File: config.mk
export PLATFORM = sky130hd
export DESIGN_NAME = doodle_motion_ctrl
export DESIGN_NICKNAME = d
export VERILOG_FILES = /design/src/rtl/doodle_pkg.sv /design/src/rtl/doodle_motion_ctrl.sv
export SDC_FILE = /design/constraint.sdc
export NUM_CORES = 1
export LEC_CHECK = 0
export CAP_MARGIN = 15
export CELL_PAD_IN_SITES_DETAIL_PLACEMENT = 0
export CELL_PAD_IN_SITES_GLOBAL_PLACEMENT = 1
export CORE_MARGIN = 2
export CORE_UTILIZATION = 43
export CTS_CLUSTER_SIZE = 25
export DETAILED_ROUTE_END_ITERATION = 7
export PLACE_DENSITY_LB_ADDON = 0.1
export SYNTH_ARGS = -nofsm -noshare
export SYNTH_HDL_FRONTEND = slang
export SYNTH_SLANG_ARGS = --single-unit
File: constraint.sdc
create_clock -name clk -period 5.04 [get_ports clk]
set_input_delay 0.504 -clock clk [delete_from_list [all_inputs] [get_ports clk]]
set_output_delay 0.504 -clock clk [all_outputs]
set_load 0.005 [all_outputs]
File: src/rtl/doodle_pkg.sv
// Shared types and screen/physics defaults for the doodle motion, collision and field stages.
package doodle_pkg;

  localparam int unsigned Y_W               = 32;
  localparam int unsigned VEL_W             = 8;

  localparam int unsigned SCREEN_HEIGHT_DEF = 480;
  localparam int unsigned START_Y_DEF       = 400;
  localparam int unsigned SCROLL_LINE_DEF   = 160;
  localparam int unsigned JUMP_VELOCITY_DEF = 12;
  localparam int unsigned GRAVITY_DEF       = 1;
  localparam int unsigned MAX_FALL_DEF      = 12;

  typedef logic signed [VEL_W-1:0] velocity_t;

  typedef enum logic [2:0] {
    IDLE,
    WAIT,
    STEP_UP,
    STEP_DN,
    CHECK,
    OVER
  } doodle_state_t;

  // One gravity tick in 9-bit signed space, floored at -maxFall.
  function automatic velocity_t applyGravity(input velocity_t vel,
                                             input logic [VEL_W-1:0] grav,
                                             input logic [VEL_W-1:0] maxFall);
    logic signed [VEL_W:0] nextV;
    logic signed [VEL_W:0] floorV;
    nextV  = $signed({vel[VEL_W-1], vel}) - $signed({1'b0, grav});
    floorV = -$signed({1'b0, maxFall});
    return (nextV < floorV) ? velocity_t'(floorV[VEL_W-1:0]) : velocity_t'(nextV[VEL_W-1:0]);
  endfunction

endpackage

File: src/rtl/doodle_motion_ctrl.sv
// Per-frame vertical motion of the doodle, stepped one pixel per cycle.
// Define DOODLE_SCROLL_EN to hold the doodle at the scroll line and emit scrollStep pulses.
module doodle_motion_ctrl
  import doodle_pkg::*;
#(
  parameter int unsigned SCREEN_HEIGHT = SCREEN_HEIGHT_DEF,
  parameter int unsigned START_Y       = START_Y_DEF,
  parameter int unsigned JUMP_VELOCITY = JUMP_VELOCITY_DEF,
  parameter int unsigned GRAVITY       = GRAVITY_DEF,
  parameter int unsigned MAX_FALL      = MAX_FALL_DEF
`ifdef DOODLE_SCROLL_EN
  , parameter int unsigned SCROLL_LINE = SCROLL_LINE_DEF
`endif
) (
  input  logic             clk,
  input  logic             rst_n,
  input  logic             start,
  input  logic             frameTick,
  input  logic             hasCollide,
  output logic [Y_W-1:0]   doodleY,
  output velocity_t        velocity,
  output logic             scrollStep,
  output logic             bounce,
  output logic             gameOver,
  output logic             frameOverrun
);

  localparam logic [Y_W-1:0]   START_Y_V = Y_W'(START_Y);
  localparam logic [Y_W-1:0]   BOTTOM_Y  = Y_W'(SCREEN_HEIGHT - 1);
  localparam velocity_t        JUMP_V    = velocity_t'(JUMP_VELOCITY);
  localparam logic [VEL_W-1:0] GRAV_V    = VEL_W'(GRAVITY);
  localparam logic [VEL_W-1:0] MAXF_V    = VEL_W'(MAX_FALL);
`ifdef DOODLE_SCROLL_EN
  localparam logic [Y_W-1:0]   SCROLL_Y  = Y_W'(SCROLL_LINE);
`endif

  doodle_state_t    state;
  logic [VEL_W-1:0] stepCnt;
  logic [VEL_W-1:0] absVel;
  velocity_t        gravVel;
  logic             busy;

  assign gravVel = applyGravity(velocity, GRAV_V, MAXF_V);
  assign absVel  = velocity[VEL_W-1] ? $unsigned(-velocity) : $unsigned(velocity);
  assign busy    = (state == STEP_UP) || (state == STEP_DN) || (state == CHECK);

`ifndef DOODLE_SCROLL_EN
  assign scrollStep = 1'b0;
`endif

  // Motion FSM: one pixel per cycle rising, step+check pair per pixel falling.
  always_ff @(posedge clk or negedge rst_n) begin
    if (!rst_n) begin
      state        <= IDLE;
      doodleY      <= START_Y_V;
      velocity     <= '0;
      stepCnt      <= '0;
      bounce       <= 1'b0;
      gameOver     <= 1'b0;
      frameOverrun <= 1'b0;
`ifdef DOODLE_SCROLL_EN
      scrollStep   <= 1'b0;
`endif
    end else begin
      bounce <= 1'b0;
`ifdef DOODLE_SCROLL_EN
      scrollStep <= 1'b0;
`endif
      if (frameTick && busy) frameOverrun <= 1'b1;

      unique case (state)
        IDLE, OVER: begin
          if (start) begin
            doodleY      <= START_Y_V;
            velocity     <= JUMP_V;
            gameOver     <= 1'b0;
            frameOverrun <= 1'b0;
            state        <= WAIT;
          end
        end

        WAIT: begin
          if (frameTick) begin
            stepCnt <= absVel;
            if (velocity[VEL_W-1])        state    <= STEP_DN;
            else if (velocity != '0)      state    <= STEP_UP;
            else                          velocity <= gravVel;
          end
        end

        STEP_UP: begin
`ifdef DOODLE_SCROLL_EN
          if (doodleY > SCROLL_Y) doodleY    <= doodleY - Y_W'(1);
          else                    scrollStep <= 1'b1;
          stepCnt <= stepCnt - VEL_W'(1);
          if (stepCnt == VEL_W'(1)) begin
            velocity <= gravVel;
            state    <= WAIT;
          end
`else
          // Ceiling clamp: motion stops dead at the top row.
          if (doodleY == '0) begin
            velocity <= '0;
            state    <= WAIT;
          end else begin
            doodleY <= doodleY - Y_W'(1);
            stepCnt <= stepCnt - VEL_W'(1);
            if (stepCnt == VEL_W'(1)) begin
              velocity <= gravVel;
              state    <= WAIT;
            end
          end
`endif
        end

        STEP_DN: begin
          doodleY <= doodleY + Y_W'(1);
          stepCnt <= stepCnt - VEL_W'(1);
          state   <= CHECK;
        end

        // hasCollide here reflects the Y written by the preceding STEP_DN.
        CHECK: begin
          if (hasCollide) begin
            bounce   <= 1'b1;
            velocity <= JUMP_V;
            stepCnt  <= '0;
            state    <= WAIT;
          end else if (doodleY >= BOTTOM_Y) begin
            gameOver <= 1'b1;
            state    <= OVER;
          end else if (stepCnt == '0) begin
            velocity <= gravVel;
            state    <= WAIT;
          end else begin
            state <= STEP_DN;
          end
        end

        default: state <= IDLE;
      endcase
    end
  end

endmodule

Word level (Yosys, flattened, before mapping):

Index checks and enable logic that the tools add are counted.

* register bits: 54
* input port bits: 5
* output and inout port bits: 44
* word-level logic and storage cells: 89

* $add $sub $neg: 5
* $lt $le $gt $ge: 2
* equality and inequality tests: 18
* mux-type cells: 38
* reductions and logical operators: 18

Operator list (count)
* $mux W8: 14
* $pmux W32 S3: 1
* $mux W32: 2
* $pmux W8 S4: 2
* $add A32 B1 Y32 const B: 1
* $ge A32 B9 Y1 const B: 1
* $logic_not A32 Y1: 1
* $sub A32 B1 Y32 const B: 1
* $mux W3: 8
* $pmux W3 S5: 1
* $ne A2 B2 Y1 const B: 7
* $reduce_and A4 Y1: 3
* $lt A9 B5 Y1 const B: 1
* $sub A8 B2 Y9 const B: 1
* $eq A8 B1 Y1 const B: 1
* $logic_not A8 Y1: 1
* $mux W1: 8
* $neg A8 Y8: 1
* $reduce_and A8 Y1: 1
* $reduce_bool A4 Y1: 2
* $reduce_bool A8 Y1: 1
* $sub A8 B1 Y8 const B: 1
* $eq A3 B2 Y1 const B: 2
* $eq A3 B3 Y1 const B: 2
* other kinds (15): 17

Depth between registers and ports, before layout:

Gate-level depths: netlist of run 1.

* depth after elaboration: 7
* depth in mapped cells: 15
* gate-level depth less buffers: 15

Least setup slack after synthesis of run 1:

No wires, ideal clock.

* kind: register -> register
* from: register state[2]
* to: register doodleY[31]
* setup time: 87 ps
* arrival: 3917 ps
* data required time: 4953 ps
* path slack: 1036 ps
* stages on the path, launching flop included: 15
* path buffers: 1
* period minus slack after synthesis: 4004 ps
* cell sequence: dfrtp_1 > clkbuf_1 > nor2_1 > nand2_1 > ha_1 > a21o_1 > a21oi_1 > o21ai_1 > and2_1 > a311o_1 > a21oi_1 > o21ai_0 > nand4_1 > mux2_2 > a22oi_1

* word-level cells in the longest chain between the ends: 4
* elaborated cells between the ends (all ways): 10
* classes of those cells: eq/ne: 5; mux: 1; reduce/logical: 4

RTL lines
* start: declaration: line doodle_motion_ctrl.sv:37 `doodle_state_t state;`
* start signal: assignment: line doodle_motion_ctrl.sv:54 `state <= IDLE;`
* start signal: assignment: line doodle_motion_ctrl.sv:78 `state <= WAIT;`
* start signal: assignment: line doodle_motion_ctrl.sv:85 `if (velocity[VEL_W-1]) state <= STEP_DN;`
* $eq A3 B3 Y1 / $logic_not A3 Y1 (equally long branches): line doodle_motion_ctrl.sv:71 `unique case (state)`
* $reduce_or A2 Y1: line doodle_motion_ctrl.sv:71
* $ne A2 B2 Y1 (no line) / $reduce_bool A3 Y1 (equally long branches)
* $reduce_and A3 Y1 (no line)
* end signal: assignment: line doodle_motion_ctrl.sv:106 `doodleY <= doodleY - Y_W'(1);`
* end signal: assignment: line doodle_motion_ctrl.sv:117 `doodleY <= doodleY + Y_W'(1);`
* end: declaration: line doodle_motion_ctrl.sv:20 `output logic [Y_W-1:0] doodleY,`

Several ways; a longest one is shown, not always the timed one.
A chain may end at the register's enable or synchronous reset.

Worst setup path after layout of run 1:

* from: register state[1]
* to: register doodleY[30]

Same word-level chain as after synthesis.

==> impl_metrics.json, run 1 <==
{
  "gp_congestion": 0.825,
  "die-area_um2": 11100,
  "slew_viol_final": 0,
  "fin_crit_ns": 4.27,
  "start_kind": "flop",
  "tritoncts": "yes",
  "grt_pass1_wl_um": 19400,
  "place_area_um2": 5010,
  "track_usage_pct": 21.3,
  "ys_seq_elements": 54,
  "tns_ns": 0,
  "viasPerCell": 5.71,
  "drc": 0,
  "worst_slew_pin_slew_ns": 0.776,
  "wl_met3_um": 305,
  "max-cap-violations": 0,
  "dr.pass1.iters": 4,
  "overflow": 0,
  "netlist_area_um2": 4420,
  "finalNetCount": 622,
  "top_layer": "met4",
  "synth.net_count": 581,
  "clk_latency_ns": 0.31,
  "max_freq_mhz": 234,
  "synth_top_family_by_area": "compound AO/OA/AOI/OAI gates",
  "status": "completed",
  "synth-edff-count": 0,
  "postCtsSetupBuffers": 0,
  "p_per_area_nw_per_um2": 814,
  "dp_hpwl_um": 8540,
  "synth_cells": 542,
  "portBuffers": 47,
  "detail-route-antenna-nets": 0,
  "ir_worst_vdd_v": 0.000344,
  "setup_viol": 0,
  "syn2layout_area_growth_pct": 15.5,
  "cts.repair.resized": 0,
  "dr_total_vias": 4113,
  "rsz0062_at_grt": "no",
  "die_h_um": 105,
  "hold_class": "in2async",
  "power_uw": 4150,
  "route.detailed.wl_per_inst_um": 16.2,
  "cp_max_fo": 21,
  "initial_utilization_pct": 43.6,
  "wl_met1_um": 5330,
  "end_kind": "flop",
  "final_layout_size_suffix_gt1_share_pct": 6.85,
  "placeableCoreArea_um2": 10100,
  "die_w_um": 105,
  "stdcell_area_um2": 5100,
  "synth.area.mux_share_pct": 1.16,
  "cts.sinks": 54,
  "synth_xor_area_share_pct": 6.14,
  "yosys_warnings": 0,
  "cts_made_buffers": 5,
  "cts_root_buf": "clkbuf_8",
  "synth-adder-area-share_pct": 9.80,
  "grt_max_degree": 55,
  "hold_viol_final": 0,
  "yosysSeqAreaShare_pct": 30.7,
  "rows": 37,
  "relSlewSlack_pct": 47.7,
  "fin_crit_sh_pct": 84.6,
  "grt_pass1_vias": 3950,
  "cts-htree-levels": 2,
  "finClkSkew_ns": 0.0110,
  "synthDistinctLibCells": 62,
  "antenna_found_initial": 0,
  "wl_met2_um": 5800,
  "power.leakage_uw": 0.00221,
  "clockBufferDepth": 2,
  "synth_compound_area_share_pct": 26.8,
  "syn_area_per_cell_um2": 8.15,
  "drtIter0Drc": 154,
  "synth_ff_type": "dfrtp_1",
  "hold_buffers": 0,
  "crit_arrival_ns": 4.44,
  "ios": 49,
  "clk_pin_slew_ns": 0.10,
  "synthSimpleGateAreaFrac_pct": 21.3,
  "cp_data_required_time_ns": 5.22,
  "synthArstFlopShare_pct": 100,
  "crit_type": "reg2reg",
  "antenna_cells": 0,
  "drt-total-wl_um": 11700
}
final timing paths:
path / to / slack (ns) / cells after the start / from
hold reg to reg: doodleY[4]$_DFFE_PN1P_ / 0.50 / 2 / doodleY[4]$_DFFE_PN1P_
hold / removal: velocity[4]$_DFFE_PN0P_ / 0.32 / 2 / rst_n
setup / recovery: doodleY[30]$_DFFE_PN0P_ / 0.77 / 12 / state[1]$_DFFE_PN0P_
setup reg to reg: doodleY[30]$_DFFE_PN0P_ / 0.77 / 12 / state[1]$_DFFE_PN0P_
max in group asynchronous: doodleY[15]$_DFFE_PN0P_ / 4.24 / 2 / rst_n
min in group clk: doodleY[4]$_DFFE_PN1P_ / 0.50 / 2 / doodleY[4]$_DFFE_PN1P_
power by group:
part	internal (uW)	switching (uW)
Sequential	627	261
Combinational	1390	1620
Clock	112	149
layer usage:
metal | global-route usage (%) | up-vias
met4 | 5.81 | 0
met3 | 2.10 | 16
met1 | 27.8 | 1963
li1 | - | 2060
met5 | 0 | -
met2 | 37.5 | 74
worst max-delay path, stage by stage (launching register included):
cell,delay (ns)
dfrtp_1,0.65
inv_1,0.22
nor2_1,0.18
nand2_1,0.43
buf_4,0.40
ha_1,0.46
nand4_1,0.20
or4_1,0.50
o21ai_1,0.34
a211oi_1,0.18
o31ai_1,0.33
xnor2_1,0.16
o21ai_0,0.08
registers in the layout, summed over array words and instances (netlist names):
| register | flops |
|---|---|
| stepCnt | 8 |
| velocity | 8 |
| frameOverrun | 1 |
| bounce | 1 |
| doodleY | 32 |
| gameOver | 1 |
| state | 3 |
placed cells by master (no fill, tap or decap), drive strengths merged, types with 8 or more instances in the layout:
cell type and instances:
o21ai 62, nand2 60, dfrtp 51, clkdlybuf4s50 46, a21oi 44, nor2 37
ha 33, a21o 22, inv 21, nor3 20, xnor2 17, xor2 14
a31oi 12, nand2b 11, or3 11, nand3 8, a22o 8, buf 8
cells by family after synthesis:
kind of cell / Yosys count
AO/OA/AOI/OAI: 189
AND/OR/NAND/NOR: 187
flip-flops: 54
buffers and inverters: 41
adder cells (fa/ha/maj): 34
XOR/XNOR: 31
multiplexers: 5
other: 1
per-stage QoR:
step | cells | hold WS (ns) | util (%) | setup WS (ns)
after global routing | 720 | 0.393 | 50.3 | 0.243
after floorplan | 542 | 0.208 | - | 1.04
final | 720 | 0.318 | 50.3 | 0.774
after CTS | 720 | 0.348 | 50.3 | 0.815
after detailed placement | 712 | 0.487 | 49.4 | 0.857
after global placement | 712 | 0.479 | 49.4 | 0.979
synthesized netlist by cell type (4+ instances only):
| master | count | share of area, % |
|---|---|---|
| a211oi_1 | 4 | 0.68 |
| nand2_1 | 60 | 5.1 |
| nand3_1 | 8 | 0.91 |
| nor2_1 | 37 | 3.1 |
| a22o_1 | 7 | 1.4 |
| a21oi_1 | 43 | 4.9 |
| ha_1 | 33 | 9.3 |
| nand2b_1 | 10 | 1.4 |
| or3_1 | 8 | 1.1 |
| a21o_1 | 20 | 3.4 |
| xnor2_1 | 17 | 3.4 |
| o21ai_1 | 5 | 0.57 |
| o22ai_1 | 6 | 0.85 |
| inv_1 | 21 | 1.8 |
| o21a_1 | 5 | 0.85 |
| xor2_1 | 14 | 2.8 |
| nor2b_1 | 6 | 0.85 |
| nand4_1 | 7 | 0.99 |
| dfrtp_1 | 51 | 29 |
| nor3_1 | 19 | 2.2 |
| mux2i_1 | 4 | 0.91 |
| clkbuf_1 | 15 | 1.3 |
| o21ai_0 | 57 | 6.5 |
| nor4_1 | 6 | 0.85 |
| and3_1 | 7 | 0.99 |
| a31oi_1 | 12 | 1.7 |
area by class of cell:
type | count | area (um2)
inverter | 21 | 78.8
tap | 136 | 170
timing repair buffer | 54 | 518
clock inverter | 1 | 5.00
sequential | 54 | 1360
clock buffer | 7 | 86.3
fill | 988 | 5040
multi-input combinational | 447 | 2890
Power figures use the tool's default switching activity.
==> run 2: changes to the inputs <==
--- a/config.mk
+++ b/config.mk
@@ -9,7 +9,7 @@
 export CELL_PAD_IN_SITES_DETAIL_PLACEMENT = 0
 export CELL_PAD_IN_SITES_GLOBAL_PLACEMENT = 1
 export CORE_MARGIN = 2
-export CORE_UTILIZATION = 43
+export CORE_UTILIZATION = 39
 export CTS_CLUSTER_SIZE = 25
 export DETAILED_ROUTE_END_ITERATION = 7
 export PLACE_DENSITY_LB_ADDON = 0.1
==> constraint.sdc (replaced) <==
create_clock -name clk -period 3.9 [get_ports clk]
set_input_delay 0.39 -clock clk [delete_from_list [all_inputs] [get_ports clk]]
set_output_delay 0.39 -clock clk [all_outputs]
set_load 0.005 [all_outputs]
==> impl_metrics.json, run 2 (synthesized netlist as in run 1, its figures left out) <==
{
  "status": "completed",
  "antenna_found_initial": 0,
  "cts.sinks": 54,
  "drc": 0,
  "dr_total_vias": 4149,
  "cp_max_fo": 14,
  "clk_pin_slew_ns": 0.08,
  "cp-startpoint": "state[1]$_DFFE_PN0P_",
  "ff2ff_setup_slack_ns": 0.43,
  "setup_viol": 0,
  "largest_reg_flops": 32,
  "drtIter0Drc": 361,
  "final_layout_size_suffix_gt1_share_pct": 7.82,
  "grt_max_degree": 33,
  "tritoncts": "yes",
  "end_kind": "flop",
  "viasPerCell": 5.70,
  "postCtsSetupBuffers": 0,
  "regToRegStartpoint": "state[1]$_DFFE_PN0P_",
  "dp.cells": 720,
  "start_kind": "flop",
  "antenna_cells": 0,
  "cts_made_buffers": 5,
  "portBuffers": 47,
  "max-cap-violations": 0,
  "clk_latency_ns": 0.31,
  "route.detailed.wl_per_inst_um": 16.6,
  "fillers": 1079,
  "relSlewSlack_pct": 33.3,
  "syn2layout_area_growth_pct": 18.1,
  "largest-register": "doodleY",
  "max_freq_mhz": 288,
  "fin_util_pct": 47.7,
  "finalNetCount": 626,
  "cp_data_required_time_ns": 4.13,
  "die-area_um2": 12200,
  "slew_viol_final": 0,
  "fin_crit_ns": 3.47,
  "clockBufferDepth": 2,
  "die_h_um": 110,
  "slowest_stage": "a311o_1",
  "hold_class": "in2async",
  "tns_ns": 0,
  "cts.repair.resized": 0,
  "path_buf_inv": 2,
  "grt_pass1_vias": 4036,
  "rsz0062_at_grt": "no",
  "initial_utilization_pct": 40.4,
  "fin_crit_sh_pct": 89.0,
  "grt_pass1_wl_um": 20800,
  "overflow": 0,
  "regToRegEndpoint": "doodleY[31]$_DFFE_PN0P_",
  "dp_hpwl_um": 8960,
  "placeableCoreArea_um2": 10900,
  "dr.pass1.iters": 5,
  "rows": 38,
  "cts-htree-levels": 2,
  "drt-total-wl_um": 12100,
  "final_cell_mix": "nand2_1, o21ai_0, dfrtp_1",
  "crit_type": "reg2reg",
  "crit_path_frequent_cell": "a21oi_1",
  "ios": 49,
  "gp_congestion": 0.899,
  "track_usage_pct": 20.3,
  "finClkSkew_ns": 0.00686,
  "cts_root_buf": "clkbuf_16",
  "layout_commonest_cell": "nand2_1",
  "ir_worst_vdd_v": 0.000374,
  "largest_registers": "doodleY (32), stepCnt (8), velocity (8)",
  "cp_top_family": "compound AO/OA/AOI/OAI gates",
  "stdcell_count": 728,
  "die_w_um": 110,
  "critPathMaxStageDelay_ns": 0.40,
  "critical_path.cell_chain": "inv_1 -> nor2_1 -> nand2_2 -> buf_4 -> ha_1 -> a21oi_1 -> o21ai_0 -> nand3_1 -> a31oi_1 -> a311o_1 -> a21oi_1 -> o21ai_1 -> nand4_1 -> mux2_2 -> a22oi_1",
  "crit_arrival_ns": 3.69,
  "worst_slew_pin_slew_ns": 0.993,
  "detail-route-antenna-nets": 0,
  "hold_buffers": 0,
  "power.leakage_uw": 0.00226,
  "r2r_cells": 15,
  "hold_viol_final": 0,
  "p_per_area_nw_per_um2": 1080
}
[run 2: cell types whose count changed in the layout (fill, tap and decap cells not counted), moves of 2 or more]
| cell | change |
|---|---|
| clkbuf_16 | +5 |
| clkbuf_8 | -6 |
| buf_4 | +4 |
| clkinvlp_4 | +2 |
[run 2: power breakdown]
group	total [uW]	switching [uW]	internal (uW)	leakage, uW
clock	540	236	304	0.0000760
sequential	1140	324	812	0.000686
combinational	3950	2130	1820	0.00150
[run 2: cell type report]
cell class | instances | area (um2) | share of cell area, %
repair buffers | 58 | 548 | 10.5
clock inverters | 3 | 45.0 | 0.863
inverters | 21 | 78.8 | 1.51
flip-flops and latches | 54 | 1360 | 26.0
well taps | 140 | 175 | 3.36
multi-input cells | 447 | 2890 | 55.4
clock buffers | 5 | 125 | 2.40
[run 2: worst max-delay path by stage]
stage	end	slack (ns)	cells after the start
2_1_floorplan	doodleY[31]$_DFFE_PN0P_	0.21	14
3_3_place_gp	doodleY[31]$_DFFE_PN0P_	0.55	15
3_5_place_dp	doodleY[31]$_DFFE_PN0P_	0.36	15
4_1_cts	doodleY[31]$_DFFE_PN0P_	0.35	15
5_1_grt	doodleY[28]$_DFFE_PN0P_	0.03	14
6_report	doodleY[31]$_DFFE_PN0P_	0.43	15
[run 2: per-layer routing]
metal / up-vias / share of wire [%] / global-route usage (%)
li1: 2071 / - / -
met1: 2002 / 52 / 30.4
met2: 70 / 44 / 30.6
met3: 6 / 3.0 / 3.62
met4: 0 / 0.97 / 4.25
met5: - / 0 / 0
[run 2: stage by stage]
step / total power, uW / instance area, um2 / worst slack (ns) / hold WS, ns
after floorplan: 3940 / 4420 / 0.213 / 0.0944
after global placement: 5070 / 5050 / 0.555 / 0.422
after detailed placement: 5070 / 5050 / 0.360 / 0.428
after CTS: 5640 / 5220 / 0.345 / 0.0903
after global routing: 6220 / 5220 / 0.0296 / 0.116
final: 5630 / 5220 / 0.431 / 0.0722
[run 2: worst reg2reg max path: cells and delay by family, from the launching register on]
| family | cells | cell delay [ns] |
|---|---|---|
| flip-flops | 1 | 0.34 |
| AO/OA/AOI/OAI | 7 | 1.35 |
| multiplexers | 1 | 0.36 |
| adder cells (fa/ha/maj) | 1 | 0.35 |
| buffers and inverters | 2 | 0.32 |
| AND/OR/NAND/NOR | 4 | 0.67 |
